## src/rtl/lab4d_pkg.sv

```systemverilog
// Shared types and helpers for the LAB4D register sequencer: queued entry
// layout, sequencer FSM states, ACK timeout and the chip-select encoder.
package lab4d_pkg;

    localparam int NUM_LAB_DEF  = 12;
    localparam int DAT_W        = 24;
    localparam int ACK_TIMEOUT  = 4;

    typedef struct packed {
        logic [NUM_LAB_DEF-1:0] mask;
        logic [DAT_W-1:0]       dat;
    } entry_t;

    localparam int ENTRY_W = $bits(entry_t);

    typedef enum logic [2:0] {
        S_IDLE,
        S_LOAD,
        S_ISSUE,
        S_ACK,
        S_DONE,
        S_NEXT
    } state_t;

    // Scanning from the top down leaves the lowest set bit as the final winner.
    function automatic logic [3:0] lowest_set(input logic [15:0] mask);
        logic [3:0] idx;
        idx = '0;
        for (int i = 15; i >= 0; i--) begin
            if (mask[i]) idx = 4'(i);
        end
        return idx;
    endfunction

endpackage

```

## src/rtl/lab4d_seq_fifo.sv

```systemverilog
// First-word-fall-through FIFO holding queued register writes; a push while
// full is silently ignored, the parent does the overflow bookkeeping.
module lab4d_seq_fifo #(
    parameter int WIDTH = 36,
    parameter int DEPTH = 16
) (
    input  logic                   clk,
    input  logic                   rst,
    input  logic                   push,
    input  logic [WIDTH-1:0]       din,
    input  logic                   pop,
    output logic [WIDTH-1:0]       dout,
    output logic                   empty,
    output logic                   full,
    output logic [$clog2(DEPTH):0] count
);

    localparam int AW = $clog2(DEPTH);

    logic [WIDTH-1:0] mem [DEPTH];
    logic [AW-1:0]    wr_ptr;
    logic [AW-1:0]    rd_ptr;
    logic             push_ok;
    logic             pop_ok;

    assign empty   = (count == '0);
    assign full    = (count == (AW+1)'(DEPTH));
    assign push_ok = push && !full;
    assign pop_ok  = pop && !empty;
    assign dout    = mem[rd_ptr];

    always_ff @(posedge clk) begin
        if (push_ok) mem[wr_ptr] <= din;
    end

    always_ff @(posedge clk) begin
        if (rst) begin
            wr_ptr <= '0;
            rd_ptr <= '0;
            count  <= '0;
        end else begin
            if (push_ok) wr_ptr <= wr_ptr + AW'(1);
            if (pop_ok)  rd_ptr <= rd_ptr + AW'(1);
            count <= count + (AW+1)'(push_ok) - (AW+1)'(pop_ok);
        end
    end

endmodule

```

## src/rtl/lab4d_register_sequencer.sv

```systemverilog
// Queues chip-masked LAB4D register writes and feeds them to the shift
// register one chip at a time, lowest chip index first, pacing on busy.
module lab4d_register_sequencer
    import lab4d_pkg::*;
#(
    parameter int NUM_LAB    = NUM_LAB_DEF,
    parameter int FIFO_DEPTH = 16
) (
    input  logic                        clk_i,
    input  logic                        rst_i,
    input  logic                        wr_i,
    input  logic [DAT_W-1:0]            wr_dat_i,
    input  logic [NUM_LAB-1:0]          wr_mask_i,
    output logic                        full_o,
    output logic [$clog2(FIFO_DEPTH):0] count_o,
    output logic                        idle_o,
    output logic                        overflow_o,
    input  logic                        clr_ovf_i,
    output logic                        go_o,
    output logic [DAT_W-1:0]            dat_o,
    output logic [3:0]                  sel_o,
    input  logic                        busy_i
);

    localparam int ACK_W = $clog2(ACK_TIMEOUT);

    state_t                 state;
    entry_t                 wr_entry;
    entry_t                 head;
    logic                   fifo_empty;
    logic                   fifo_full;
    logic                   pop;
    logic [NUM_LAB_DEF-1:0] mask_r;
    logic [DAT_W-1:0]       dat_r;
    logic [NUM_LAB_DEF-1:0] issue_mask;
    logic [DAT_W-1:0]       issue_dat;
    logic [ACK_W-1:0]       ack_cnt;

    always_comb begin
        wr_entry.mask = NUM_LAB_DEF'(wr_mask_i);
        wr_entry.dat  = wr_dat_i;
    end

    lab4d_seq_fifo #(
        .WIDTH (ENTRY_W),
        .DEPTH (FIFO_DEPTH)
    ) u_fifo (
        .clk   (clk_i),
        .rst   (rst_i),
        .push  (wr_i),
        .din   (wr_entry),
        .pop   (pop),
        .dout  (head),
        .empty (fifo_empty),
        .full  (fifo_full),
        .count (count_o)
    );

    assign pop    = (state == S_LOAD);
    assign full_o = fifo_full;
    assign idle_o = (state == S_IDLE) && fifo_empty && !busy_i;

    // A transfer launches from LOAD (fresh head) or NEXT (remaining mask);
    // select and data are registered on entry to ISSUE so go_o sees them.
    always_comb begin
        issue_mask = mask_r;
        issue_dat  = dat_r;
        if (state == S_LOAD) begin
            issue_mask = head.mask;
            issue_dat  = head.dat;
        end
    end

    always_ff @(posedge clk_i) begin
        if (rst_i) begin
            overflow_o <= 1'b0;
        end else if (wr_i && fifo_full) begin
            overflow_o <= 1'b1;
        end else if (clr_ovf_i) begin
            overflow_o <= 1'b0;
        end
    end

    always_ff @(posedge clk_i) begin
        if (rst_i) begin
            state   <= S_IDLE;
            go_o    <= 1'b0;
            dat_o   <= '0;
            sel_o   <= '0;
            mask_r  <= '0;
            dat_r   <= '0;
            ack_cnt <= '0;
        end else begin
            go_o <= 1'b0;
            case (state)
                S_IDLE: begin
                    if (!fifo_empty && !busy_i) state <= S_LOAD;
                end
                S_LOAD: begin
                    if (issue_mask == '0) begin
                        state <= S_IDLE;
                    end else begin
                        go_o   <= 1'b1;
                        sel_o  <= lowest_set(16'(issue_mask));
                        dat_o  <= issue_dat;
                        dat_r  <= issue_dat;
                        mask_r <= issue_mask & (issue_mask - 1'b1);
                        state  <= S_ISSUE;
                    end
                end
                S_ISSUE: begin
                    ack_cnt <= '0;
                    state   <= S_ACK;
                end
                // No busy response within the timeout counts as completion.
                S_ACK: begin
                    if (busy_i) begin
                        state <= S_DONE;
                    end else if (ack_cnt == ACK_W'(ACK_TIMEOUT - 1)) begin
                        state <= S_NEXT;
                    end else begin
                        ack_cnt <= ack_cnt + ACK_W'(1);
                    end
                end
                S_DONE: begin
                    if (!busy_i) state <= S_NEXT;
                end
                S_NEXT: begin
                    if (issue_mask != '0) begin
                        go_o   <= 1'b1;
                        sel_o  <= lowest_set(16'(issue_mask));
                        dat_o  <= issue_dat;
                        mask_r <= issue_mask & (issue_mask - 1'b1);
                        state  <= S_ISSUE;
                    end else if (!fifo_empty) begin
                        state <= S_LOAD;
                    end else begin
                        state <= S_IDLE;
                    end
                end
                default: state <= S_IDLE;
            endcase
        end
    end

endmodule

```

## config.mk

```make
export PLATFORM = sky130hd
export DESIGN_NAME = lab4d_register_sequencer
export DESIGN_NICKNAME = d
export VERILOG_FILES = /design/src/rtl/lab4d_pkg.sv /design/src/rtl/lab4d_seq_fifo.sv /design/src/rtl/lab4d_register_sequencer.sv
export SDC_FILE = /design/constraint.sdc
export NUM_CORES = 1
export LEC_CHECK = 0
export BUFFER_PORTS_ARGS = -buffer_cell sky130_fd_sc_hd__buf_2
export CAP_MARGIN = 20
export CORE_MARGIN = 1
export CORE_UTILIZATION = 52
export CTS_CLUSTER_SIZE = 40
export DETAILED_ROUTE_END_ITERATION = 10
export PLACE_DENSITY = 0.72
export SYNTH_ARGS = -nofsm -noshare
export SYNTH_HDL_FRONTEND = slang
export SYNTH_SLANG_ARGS = --single-unit
```

## constraint.sdc

```tcl
create_clock -name clk_i -period 4.65 [get_ports clk_i]
set_clock_uncertainty 0.2 [all_clocks]
set_input_delay 0.93 -clock clk_i [delete_from_list [all_inputs] [get_ports clk_i]]
set_output_delay 0.93 -clock clk_i [all_outputs]
set_load 0.02 [all_outputs]
```

==> results of run 1 <==
kinds of logic (layout without fill, tap and decap cells):
family / after synthesis / count (layout) / share of synthesized area [%]
flops: 663 / 663 / 73.39
simple gates: 255 / 255 / 4.336
mux: 197 / 197 / 15.19
compound gates: 120 / 120 / 4.177
buf+inv: 94 / 255 / 1.948
fa+ha+maj: 13 / 13 / 0.6559
xor+xnor: 9 / 9 / 0.3039
other cells: 0 / 2 / 0
critical path: stages (launching register included):
cell and delay [ps]:
sky130_fd_sc_hd__dfxtp_1 560, sky130_fd_sc_hd__or3b_1 690, sky130_fd_sc_hd__nor2_1 470, sky130_fd_sc_hd__nand3_1 170
sky130_fd_sc_hd__o211ai_1 210, sky130_fd_sc_hd__and4b_1 360, sky130_fd_sc_hd__a311oi_4 320, sky130_fd_sc_hd__buf_4 540
sky130_fd_sc_hd__nor2_1 140, sky130_fd_sc_hd__a211oi_2 230
report_power, final:
group          total (uW)  internal (uW)  switching (uW)  leakage (uW)
Sequential           7210           6880             324       0.00591
Combinational        3750           1600            2150       0.00227
Clock                5010           2840            2180      0.000992
Total               16000          11300            4650       0.00918
metrics by stage:
stage	utilization [%]	cell area [um^2]	worst slack, ps	total power [uW]
global placement	55.67	27310	793.1	10980
detailed placement	55.67	27310	691.7	11070
CTS	59.82	29340	660.9	16060
global route	59.82	29340	356.0	16620
finish	59.83	29350	629.9	15970
floorplan	-	25960	888.7	10110
area by class of cell:
cell class              count  area [um^2]  share of cell area (%)
clock inverters            29        207.7                  0.7077
diodes                      2        5.005                 0.01705
well taps                 664        830.8                   2.831
inverters                  14        52.55                  0.1791
clock buffers              87         1826                   6.220
repair buffers            125        823.3                   2.805
multi-input cells         594         6551                   22.32
flip-flops and latches    663        19050                   64.92
final timing paths:
check | from | end | slack [ps] | cells past startpoint
max | state[0]$_SDFFE_PP0P_ | dat_r[4]$_SDFFE_PP0P_ | 630 | 9
min reg2reg | mask_r[3]$_SDFFE_PP0P_ | mask_r[3]$_SDFFE_PP0P_ | 260 | 2
min | mask_r[3]$_SDFFE_PP0P_ | mask_r[3]$_SDFFE_PP0P_ | 260 | 2
max reg2reg | state[0]$_SDFFE_PP0P_ | dat_r[4]$_SDFFE_PP0P_ | 630 | 9
layer usage:
metal	vias up	global-route usage, %	share of wire, %	wire, um
met2	576	38.42	50	28900
met5	-	0	0.071	41
met3	116	4.537	7.7	4438
li1	5685	-	-	-
met4	6	8.975	2.8	1641
met1	6906	30.52	39	22600
synthesized netlist by cell type, types with 2 or more instances:
cell | count | area (um^2)
sky130_fd_sc_hd__xnor2_1 | 3 | 26.28
sky130_fd_sc_hd__a21oi_1 | 25 | 125.1
sky130_fd_sc_hd__nand3b_1 | 3 | 22.52
sky130_fd_sc_hd__o211ai_1 | 2 | 15.01
sky130_fd_sc_hd__nor4_1 | 2 | 12.51
sky130_fd_sc_hd__a211oi_1 | 6 | 45.04
sky130_fd_sc_hd__o21ai_1 | 2 | 10.01
sky130_fd_sc_hd__or3_1 | 3 | 18.77
sky130_fd_sc_hd__and2_1 | 2 | 12.51
sky130_fd_sc_hd__mux2i_1 | 36 | 360.4
sky130_fd_sc_hd__a22oi_1 | 11 | 82.58
sky130_fd_sc_hd__and3_1 | 4 | 25.02
sky130_fd_sc_hd__a211oi_2 | 22 | 275.3
sky130_fd_sc_hd__a31o_1 | 2 | 17.52
sky130_fd_sc_hd__buf_2 | 26 | 130.1
sky130_fd_sc_hd__mux2_2 | 4 | 45.04
sky130_fd_sc_hd__xor2_1 | 6 | 52.55
sky130_fd_sc_hd__o21ai_0 | 3 | 15.01
sky130_fd_sc_hd__or2b_1 | 3 | 22.52
sky130_fd_sc_hd__nor2b_1 | 7 | 43.79
sky130_fd_sc_hd__clkbuf_1 | 26 | 97.59
sky130_fd_sc_hd__inv_1 | 14 | 52.55
sky130_fd_sc_hd__buf_6 | 13 | 146.4
sky130_fd_sc_hd__nand2_1 | 74 | 277.8
sky130_fd_sc_hd__nor2_1 | 120 | 450.4
sky130_fd_sc_hd__a221oi_1 | 2 | 17.52
sky130_fd_sc_hd__nor3b_2 | 2 | 25.02
sky130_fd_sc_hd__buf_1 | 9 | 33.78
sky130_fd_sc_hd__dfxtp_1 | 87 | 1742
sky130_fd_sc_hd__nand2b_1 | 3 | 18.77
sky130_fd_sc_hd__a311oi_2 | 8 | 120.1
sky130_fd_sc_hd__a221oi_2 | 2 | 30.03
sky130_fd_sc_hd__mux4_2 | 157 | 3536
sky130_fd_sc_hd__nand4_1 | 3 | 18.77
sky130_fd_sc_hd__nand3_1 | 10 | 50.05
sky130_fd_sc_hd__edfxtp_1 | 576 | 17300
sky130_fd_sc_hd__buf_4 | 6 | 45.04
sky130_fd_sc_hd__a311oi_1 | 17 | 148.9
sky130_fd_sc_hd__a211o_1 | 3 | 26.28
sky130_fd_sc_hd__nor3_1 | 10 | 50.05
sky130_fd_sc_hd__ha_1 | 12 | 150.1
sky130_fd_sc_hd__a31oi_1 | 2 | 12.51
sequential cells by signal, indices dropped and copies added (netlist names), named ones only:
| signal | cells |
|---|---|
| dat_r | 24 |
| overflow_o | 1 |
| ack_cnt | 2 |
| u_fifo.rd_ptr | 4 |
| dat_o | 24 |
| state | 3 |
| u_fifo.wr_ptr | 4 |
| go_o | 1 |
| sel_o | 4 |
| mask_r | 11 |
| u_fifo.count | 5 |
| u_fifo.mem | 576 |
==> results.txt, run 1 <==
The sink count of the clock tree is between 600 and 700. The die is between 200 and 250 um wide. IR analysis of the VDD net gives a maximum drop of slightly below 0.0004 V. The die covers between 50000 and 60000 um^2. The share of flip-flops with an asynchronous set or reset came out at 0%. The deepest level of the CTS H-tree is 3. STA classifies the critical path startpoint as a flop. The final HPWL from detailed placement came out at 32750 um. The final worst hold slack is ~260 ps.

The total instance count after detailed placement is a little over 2000. Buffers inserted to repair hold after CTS numbered 0. The ratio of cells with drive above 1 in the final layout came out at roughly 29%. The routed design has ~58000 um of wire. The number of vias per cell is between 6 and 7. The flow ran to the end, and the final reports show no timing, DRC or antenna violations. The class of the most critical hold timing path is reg2reg. The share of the clock period used by the worst path after layout is between 80 and 90%.

The maximum number of pins on one net before global-route repair is 87. The kind of end point of the critical path is a flop. The Yosys step of the flow raised 0 warnings. The initial utilization of the core area, before any placement, comes to a little over half. The number of antenna violations at the first check in global routing came out at 4. The leakage power figure is roughly 0.0092 uW. Leaving out fill and tap cells, the most frequent cells in the layout are sky130_fd_sc_hd__edfxtp_1, sky130_fd_sc_hd__mux4_2, sky130_fd_sc_hd__nor2_1, sky130_fd_sc_hd__dfxtp_1, sky130_fd_sc_hd__buf_2.

The via count of the first global-routing pass is roughly 13000. Clock tree synthesis inserted a total of 67 buffers. The number of buffers added on ports is a little under 80.

In this run the remaining antenna-violating nets after routing total 0. In the global route stage, overall resource usage came out at around 23%. The clock reaches the later pin of the worst-skew pair after about 600 ps. The max-capacitance violation count is 0.

The area overhead of the layout relative to synthesis is 13.12%. The number of buffers added for setup after CTS is 0. The filler cells instantiated in the layout total 3534. The average cell area after synthesis came out at between 15 and 20 um^2. In the final timing run, aggregate negative setup slack is 0 ps. The post-layout net count is between 1500 and 2000.

The leading register cell type out of synthesis is sky130_fd_sc_hd__edfxtp_1. Power spread over the standard cell area amounts to between 500 and 600 nW/um^2. The number of hold violations in the final report is 0. The pre-antenna-repair detailed-routing pass consisted of 5 iterations. The clock transition at the register clock pins on the worst setup and hold paths after CTS came out at around 60 ps. TritonCTS built the clock tree. CTS placed an instance of sky130_fd_sc_hd__clkbuf_16 at the clock tree root.

The total grt overflow is 0. Excluding fillers, the count of instances in the completed layout stands at about 2200. The measured slew at the worst slew-check pin is 1117 ps. The number of pins with negative max-slew slack in the final report came to 0. The number of violations reported at the end of detailed-routing iteration 0 came out at between 1000 and 1500. Setup repair after global routing left no endpoint under its margin.

The arrival time reported for the critical path endpoint is approximately 4300 ps. The first global-routing pass estimated between 80000 and 90000 um of wire. The worst path needs about 4000 ps of the cycle, external delays included. The number of buffers between clock root and the deepest sink came out at 3. Setup violations remaining at the end of the flow were counted as 0. The quantity of gates resized following cts came out at 0.

The sequential fraction of the synthesis area came out at roughly 73%. The critical-path maximum fanout came out at 48. The library cell used most frequently in the layout, excluding fill and tap cells, is sky130_fd_sc_hd__edfxtp_1. The die span in y came out at between 200 and 250 um. The core outline area came out at slightly below 50000 um^2. The routed layout has around 13000 vias. The synthesized flop and latch total came out at 663. The top-level port count is 78.

The congestion estimate from routability-driven global placement came to 0.8069. The startpoint-to-endpoint class of the critical path is reg2reg. The number of flops mapped to enable cells by yosys came out at around 580. The highest clock frequency the design can meet is between 200 and 250 MHz. The combined area of all synthesized cells is 25940 um^2.

The number of core rows came out at a little over 80. The distinct cell type count after synthesis is 65. The post-detailed-route wirelength per cell is 26.46 um.

The number of instances in the synthesized netlist is about 1400. For this run, design rule violations remaining after detail routing come to 0. Headroom to the max-slew limit came out at 25.54%. The net count after synthesis came out at ~1400. Data on the critical path is required at its endpoint by 4950 ps.
Power figures use the tool's default switching activity.
==> run 2: changes to the inputs <==
==> constraint.sdc (replaced) <==
create_clock -name clk_i -period 4.65 [get_ports clk_i]
set_clock_uncertainty 0.2 [all_clocks]
set_input_delay 0.93 -clock clk_i [delete_from_list [all_inputs] [get_ports clk_i]]
set_output_delay 0.93 -clock clk_i [all_outputs]
set_load 0.005 [all_outputs]
==> results.txt, run 2 (same netlist as run 1, synthesis figures left out) <==
The required time reported for the critical path endpoint came out at about 5000 ps. Clock tree synthesis selected as its root buffer the cell sky130_fd_sc_hd__clkbuf_16. The internal power came out at 11510 uW. In the layout the commonest cells are sky130_fd_sc_hd__edfxtp_1, sky130_fd_sc_hd__mux4_2, sky130_fd_sc_hd__nor2_1, sky130_fd_sc_hd__dfxtp_1, sky130_fd_sc_hd__buf_2.

The initial core utilization is 52.89%. The most critical setup path has its startpoint at state[0]$_SDFFE_PP0P_. met2 is the most crowded layer. The finished layout cell area came out at 29390 um^2.

In the global route stage, met3 resource usage came out at 4.094%. The number of hold violations in the final report came out at 0. At the later pin of the worst-skew pair, clock insertion delay measures between 600 and 700 ps. The die footprint came out at slightly above 50000 um^2. The post-place instance area is between 20000 and 30000 um^2.

The sequential cells in the finished layout cover a total of 19050 um^2. Setup repair after global routing left no endpoint under its margin. The power density over the cells is around 540 nW/um^2.

On the worst path, the slowest cell contributes a delay of between 700 and 800 ps. VDD sags by at most between 0.0003 and 0.0004 V. The post-detailed-route wirelength per cell is approximately 26 um. The share of the clock period used by the worst path after layout is between 80 and 90%. Compared with the post-synthesis result, the final layout area differs by 13.30%. The final route contains between 10000 and 15000 vias.

The cell type of the slowest stage on the worst timing path is sky130_fd_sc_hd__or3b_2. The critical-path maximum fanout came out at 48. The H-tree generated during clock tree synthesis spans 3 levels.

The critical path's most frequent cell is sky130_fd_sc_hd__nor2_1. The last weighted congestion value of the routability-driven placer is about 0.8. Global routing consumed, on the met2 layer, a little under two fifths of the routing resources.

The portion of total power attributed to sequential cells is around 45%. The total net switching power came out at about 4500 uW. The via count of the first global-routing pass came out at approximately 13000. The worst setup path is captured at a flop.

The area used by multi-input combinational logic is approximately 6500 um^2. The completed layout was analyzed and its total power is between 15000 and 20000 uW. Ranked by flip-flop count, first place goes to u_fifo.mem. The number of core rows is 81.

The leakage power figure is ~0.0092 uW. The clock transition at the register clock pins on the worst setup and hold paths after CTS came out at 60 ps. The largest registers in the layout are u_fifo.mem: 576 flops, dat_o: 24 flops, dat_r: 24 flops. The layout has between 3000 and 4000 filler cells. The number of remaining DRC errors is 0. The accumulated negative setup slack is 0 ps.

The core outline area is around 49000 um^2. The max-capacitance violation count came out at 0. The routed design could run at a clock period as short as just under 4000 ps. Post-CTS repair changed the size of 0 cells. The clock passes through at most 3 buffers. The number of failing setup endpoints in the final timing report came out at 0. The number of buffers and inverters on the critical path is 1. The arrival time reported for the critical path endpoint came out at approximately 4200 ps.

The number of buffers added for setup after CTS came out at 0. The first global-routing pass estimated a little over 80000 um of wire. The part of the power in combinational logic came out at 22.4%. The number of pins with negative max-slew slack in the final report was 0. Traced cell by cell, the critical path runs through or3b_2 -> nor2_1 -> nand3_1 -> o211ai_1 -> and4b_1 -> a311oi_4 -> buf_4 -> nor2_1 -> a211oi_2. The register with the most flip-flops in the layout has around 580 of them. For this design, the sink count on the clock tree is around 660. The max-slew headroom at the worst pin came out at between 20% and 30%. The number of nets with antenna violations after routing is 0. The hold buffer count at CTS came out at 0. The tightest min-delay check is of the reg2reg type. The total iterations of the first detailed-routing run is 5. At the pin with the least slew margin, the transition time is 1132 ps.

After the first detailed-routing iteration, the DRC count stood at ~1300. The all-layer global routing usage came out at 22.75%. The maximum number of pins on one net before global-route repair is 87. For this design the top-level I/O count stands at 78. The highest clock frequency the design can meet is approximately 260 MHz.

The run finished with clean final reports. The worst setup path is launched from a flop. The total grt overflow is 0. In this run switching power makes up about 28% of total power. The final worst hold slack came out at between 200 and 300 ps. Detailed placement finished with a half-perimeter wire length of 31340 um. The post-route netlist has roughly 29% of its cells at a drive strength greater than 1. The number of vias per cell is between 6 and 7. The number of antenna violations at the first check in global routing is 5. TritonCTS built the clock tree. The relative contribution of the clock network to total power is between 30% and 40%. After detailed routing, the total wire length is ~56000 um. Global routing consumed, on the met1 layer, a little under a third of the routing resources. The number of buffers added on ports is 77. The net count of the finished layout is about 1500. The worst hold path begins at mask_r[3]$_SDFFE_PP0P_. In this run the horizontal extent of the chip is 225.4 um. In this run the critical register-to-register path is launched from state[0]$_SDFFE_PP0P_. The cell type group with the largest total delay on the critical path is simple AND/OR/NAND/NOR gates.

The startpoint-to-endpoint class of the critical path is reg2reg. The library cell used most frequently in the layout, excluding fill and tap cells, is sky130_fd_sc_hd__edfxtp_1. The number of CTS-inserted buffers came out at 67. The die is roughly 230 um tall.
-- run 2: metrics by stage --
step	setup slack [ps]	cells	util [%]
after CTS	807.5	2180	59.90
after floorplan	4.207	1351	-
final	784.4	2184	59.92
after detailed placement	855.7	2058	55.57
after global routing	541.4	2182	59.91
after global placement	935.6	2058	55.57
-- run 2: area by class of cell --
type / count / share of cell area [%]
Clock inverter: 30 / 0.9620
Clock buffer: 92 / 6.274
Sequential cell: 663 / 64.81
Antenna cell: 4 / 0.03405
Timing Repair Buffer: 123 / 2.707
Inverter: 14 / 0.1788
Tap cell: 664 / 2.826
Multi-Input combinational cell: 594 / 22.20
-- run 2: worst paths after layout --
check / depth (start not counted) / slack (ps) / to
max: 9 / 780 / dat_r[11]$_SDFFE_PP0P_
max reg2reg: 9 / 780 / dat_r[11]$_SDFFE_PP0P_
min: 2 / 260 / mask_r[3]$_SDFFE_PP0P_
min reg2reg: 2 / 260 / mask_r[3]$_SDFFE_PP0P_
-- run 2: tightest hold or removal path: cells and delay by family, from the launching register on --
| family | cells | cell delay (ps) |
|---|---|---|
| AOI/OAI and AO/OA | 1 | 50 |
| DFF | 1 | 310 |
| and+or+nand+nor | 1 | 50 |
-- run 2: routing by layer --
layer | vias to the layer above | wire (um)
met5 | - | 10
met4 | 2 | 1130
met3 | 90 | 3949
met2 | 507 | 27990
met1 | 6872 | 23210
li1 | 5690 | -
-- run 2: power groups by stage --
stage | Clock, uW | Combinational [uW] | Sequential [uW]
floorplan | 0 | 2810 | 7170
global placement | 0 | 3520 | 7290
global route | 5500 | 3890 | 7230
CTS | 5290 | 3620 | 7190
detailed placement | 0 | 3590 | 7310
finish | 5210 | 3590 | 7190
==> run 3: changes to the inputs <==
--- a/config.mk
+++ b/config.mk
@@ -5,13 +5,14 @@
 export SDC_FILE = /design/constraint.sdc
 export NUM_CORES = 1
 export LEC_CHECK = 0
+export ABC_AREA = 1
 export BUFFER_PORTS_ARGS = -buffer_cell sky130_fd_sc_hd__buf_2
 export CAP_MARGIN = 20
 export CORE_MARGIN = 1
 export CORE_UTILIZATION = 52
 export CTS_CLUSTER_SIZE = 40
 export DETAILED_ROUTE_END_ITERATION = 10
-export PLACE_DENSITY = 0.72
+export PLACE_DENSITY = 0.69
 export SYNTH_ARGS = -nofsm -noshare
 export SYNTH_HDL_FRONTEND = slang
 export SYNTH_SLANG_ARGS = --single-unit
==> constraint.sdc (replaced) <==
create_clock -name clk_i -period 3.9 [get_ports clk_i]
set_clock_uncertainty 0.2 [all_clocks]
set_input_delay 0.78 -clock clk_i [delete_from_list [all_inputs] [get_ports clk_i]]
set_output_delay 0.78 -clock clk_i [all_outputs]
set_load 0.005 [all_outputs]
==> results.txt, run 3 <==
The number of clock buffers added by TritonCTS is just under 70. Setup repair after global routing left no endpoint under its margin. The clock transition at the register clock pins on the worst setup and hold paths after CTS came out at roughly 60 ps. The wire length of the first global-routing pass is 102000 um. The number of vias per cell is 6.083.

In this run the vertical extent of the chip is ~230 um. The class of the most critical hold timing path is in2reg. The maximum resistive drop on vdd came out at a little over 0.0004 V.

At the end of routability-driven placement, the weighted congestion stood at around 0.89. STA classifies the critical path startpoint as a flop. The area growth from synthesis to layout is 13.80%. The core outline area came out at between 40000 and 50000 um^2.

The number of antenna violations at the first check in global routing came out at 5. The layout has approximately 3800 filler cells. The all-layer global routing usage came out at a little over a quarter. The signal on the critical path passes through inv_6 -> buf_4 -> buf_4 -> o21ai_0 -> o221ai_1 -> o211ai_1 -> nand3_1 -> o21ai_0 -> o21ai_1.

The via count of the first global-routing pass is 16870. The area taken by flip-flops and latches came out at 19050 um^2. The part of the power in combinational logic is 26.0%. The leakage power figure is 0.01003 uW.

The count of non-filler cells in the finished layout is about 2900. The latest clock arrival within the worst-skew pair is ~600 ps. The hold buffer count at CTS came out at 0. The internal power came out at about 13000 uW. The biggest cell delay along the critical path came out at 780 ps. Leaving out fill and tap cells, the most frequent cell in the layout is sky130_fd_sc_hd__edfxtp_1. The number of synthesis warnings came out at 0. Among all flip-flop cells after synthesis, the most frequent one is sky130_fd_sc_hd__edfxtp_1. The number of core rows came out at approximately 80. The post-layout net count is around 2200.

The critical-path maximum fanout is ~90. The initial core utilization came out at 52.98%. The number of hold violations in the final report came to 0. In this run, the number of DRC markers left after iteration 0 of detailed routing was around 2000.

The number of buffers between clock root and the deepest sink came out at 3. The floorplan die width came out at between 200 and 250 um. The die footprint is about 51000 um^2. The flow ran to the end, and the final reports show no timing, DRC or antenna violations.

The share of the clock period used by the worst path after layout came out at 85.07%. For this run, asynchronously set or reset flops after synthesis account for 0%. The quantity of gates resized following cts is 0.

The number of nets in the synthesized netlist is roughly 2200. Yosys attributes the largest share of cell area to sky130_fd_sc_hd__edfxtp_1, sky130_fd_sc_hd__dfxtp_1, sky130_fd_sc_hd__o21ai_0. The CTS tree is yes.

The number of different library cells used by synthesis comes to 38. The portion of total power attributed to sequential cells came out at between 40% and 50%. The kind of end point of the critical path is a flop. The register with the most flip-flops in the layout has ~580 of them. The deepest level of the CTS H-tree is 3.

In the final layout, the registers with the most flip-flops are u_fifo.mem: 576 flops, dat_o: 24 flops, dat_r: 24 flops. The cell type with the highest aggregate area in the netlist is sky130_fd_sc_hd__edfxtp_1. The final period demand of the worst path is 3318 ps. The combined area of all synthesized cells came out at ~26000 um^2. Setup violations remaining at the end of the flow were counted as 0.

On the critical path, the stage with the largest delay is an instance of sky130_fd_sc_hd__buf_4. The portion of synthesized cell area occupied by the leading cell type is between 60% and 70%. The relative contribution of the clock network to total power came out at 31.6%.

Clock tree synthesis found a total of approximately 660 sinks. The final worst hold slack is 246.0 ps. The top-level port count is a little under 80. The number of nets with antenna violations after routing came out at 0. In the routed design, unresolved DRC markers number 0.

Across the run, the number of max-cap violations was 0. The measured slew at the worst slew-check pin is a little over 1000 ps. The post-route worst setup slack came out at between 500 and 600 ps. The maximum number of pins on one net before global-route repair is just over 100. The number of pins with negative max-slew slack in the final report was 0. Dividing total power by cell area gives a power density of 666.9 nW/um^2.

The sequential fraction of the synthesis area is 72.96%. Yosys instantiated no cell more often than sky130_fd_sc_hd__edfxtp_1. The highest clock frequency the design can meet came out at around 300 MHz. Summed over all failing endpoints, the final setup total negative slack is 0 ps. The critical path is of the reg2reg type. Headroom to the max-slew limit came out at 31.86%. For this run, the detailed router's first-pass iteration total came to 9. During placement, the flow inserted port buffers numbering 77. The total grt overflow is 0.

The setup slack at placement came out at just over 600 ps. The average cell area after synthesis came out at 12.44 um^2. The ratio of cells with drive above 1 in the final layout is between 10% and 20%.

The total net switching power came out at around 6500 uW. Counting flops with a built-in enable in the synthesized netlist gives between 500 and 600. Of the total power, the share spent switching nets is between 30% and 40%.

The design draws between 15000 and 20000 uW. The number of instances in the synthesized netlist came out at about 2100. The total number of vias is around 18000. The wire-length estimate of the detail-placed layout is roughly 36000 um. The routed wire length came out at a little under 70000 um. In the layout the commonest cells are sky130_fd_sc_hd__edfxtp_1, sky130_fd_sc_hd__o21ai_0, sky130_fd_sc_hd__nor2_1, sky130_fd_sc_hd__nand2_1, sky130_fd_sc_hd__nand3_1. For the worst setup path, the data arrival time is 3650 ps. Once the clock tree was built, the setup fixing pass inserted 0 buffers. The synthesized flop and latch total came out at between 600 and 700. After synthesis, the most frequently instantiated cells are sky130_fd_sc_hd__edfxtp_1, sky130_fd_sc_hd__nor2_1, sky130_fd_sc_hd__o21ai_0, sky130_fd_sc_hd__nand2_1, sky130_fd_sc_hd__nand3_1. The most flop-heavy register is u_fifo.mem.

After detailed routing, the average wire length per cell comes to roughly 24 um. Summing all multi-input logic gate instances after layout gives 6370 um^2. The total instance count after detailed placement came out at approximately 2800.

At the worst endpoint, the required time is about 4200 ps. In this run the clock root is driven by a sky130_fd_sc_hd__clkbuf_16.
-- run 3: changes by cell type in the layout (fill, tap and decap cells not counted), sizes merged, moves of 25 or more --
cell	previous run	this run
nand3	10	148
mux2i	36	0
o221ai	1	91
a211oi	28	1
o21ai	5	358
a21oi	25	58
nand2	75	153
o22ai	1	28
mux4	157	0
a311oi	25	0
o211ai	2	34
nor2	120	329
inv	15	55
-- run 3: power groups by stage --
stage	sequential, uW	combinational, uW	clock, uW
6_report	8390	5160	6260
3_5_place_dp	8530	5090	0
4_1_cts	8390	5120	6310
2_1_floorplan	8480	3430	0
5_1_grt	8430	5720	6570
3_3_place_gp	8510	4960	0
-- run 3: critical path, delay by kind of cell (launching register included) --
family | cells | cell delay (ps)
flops | 1 | 370
compound gates | 5 | 830
simple gates | 1 | 200
buf+inv | 3 | 1600
-- run 3: final cells by class --
class | count | share of cell area, %
antenna | 2 | 0.01685
clock buffer | 91 | 6.266
clock inverter | 32 | 0.9270
inverter | 56 | 0.7374
multi-input combinational | 1236 | 21.45
sequential | 663 | 64.16
tap | 664 | 2.798
timing repair buffer | 135 | 3.649
-- run 3: cells by family after synthesis --
family,share of synthesized area [%]
AND/OR/NAND/NOR,10.38
flip-flops,72.96
XOR/XNOR,0.03357
buffers and inverters,3.088
adder cells (fa/ha/maj),0.6521
AO/OA/AOI/OAI,12.89
-- run 3: final timing paths --
path / from / end / slack [ps] / cells past startpoint
worst max register to register: flop / dat_o[12]$_SDFFE_PP0P_ / 580 / 9
worst min-delay path: clr_ovf_i / overflow_o$_SDFFE_PP0P_ / 250 / 4
worst min register to register: mask_r[3]$_SDFFE_PP0P_ / mask_r[3]$_SDFFE_PP0P_ / 270 / 2
worst max-delay path: flop / dat_o[12]$_SDFFE_PP0P_ / 580 / 9
-- run 3: through the flow --
stage | instance area (um^2) | utilization (%)
5_1_grt | 29690 | 60.28
3_5_place_dp | 27550 | 55.94
4_1_cts | 29690 | 60.28
6_report | 29690 | 60.29
2_1_floorplan | 26090 | -
3_3_place_gp | 27550 | 55.94
-- run 3: layer usage --
metal | GRT usage (%) | part of all wire [%] | wire (um) | up-vias
met3 | 5.139 | 8.6 | 5835 | 146
met2 | 43.02 | 47 | 31950 | 878
met1 | 36.75 | 41 | 27740 | 8584
met4 | 10.44 | 3.4 | 2305 | 6
li1 | - | - | - | 7899
met5 | 0 | 0.050 | 34 | -
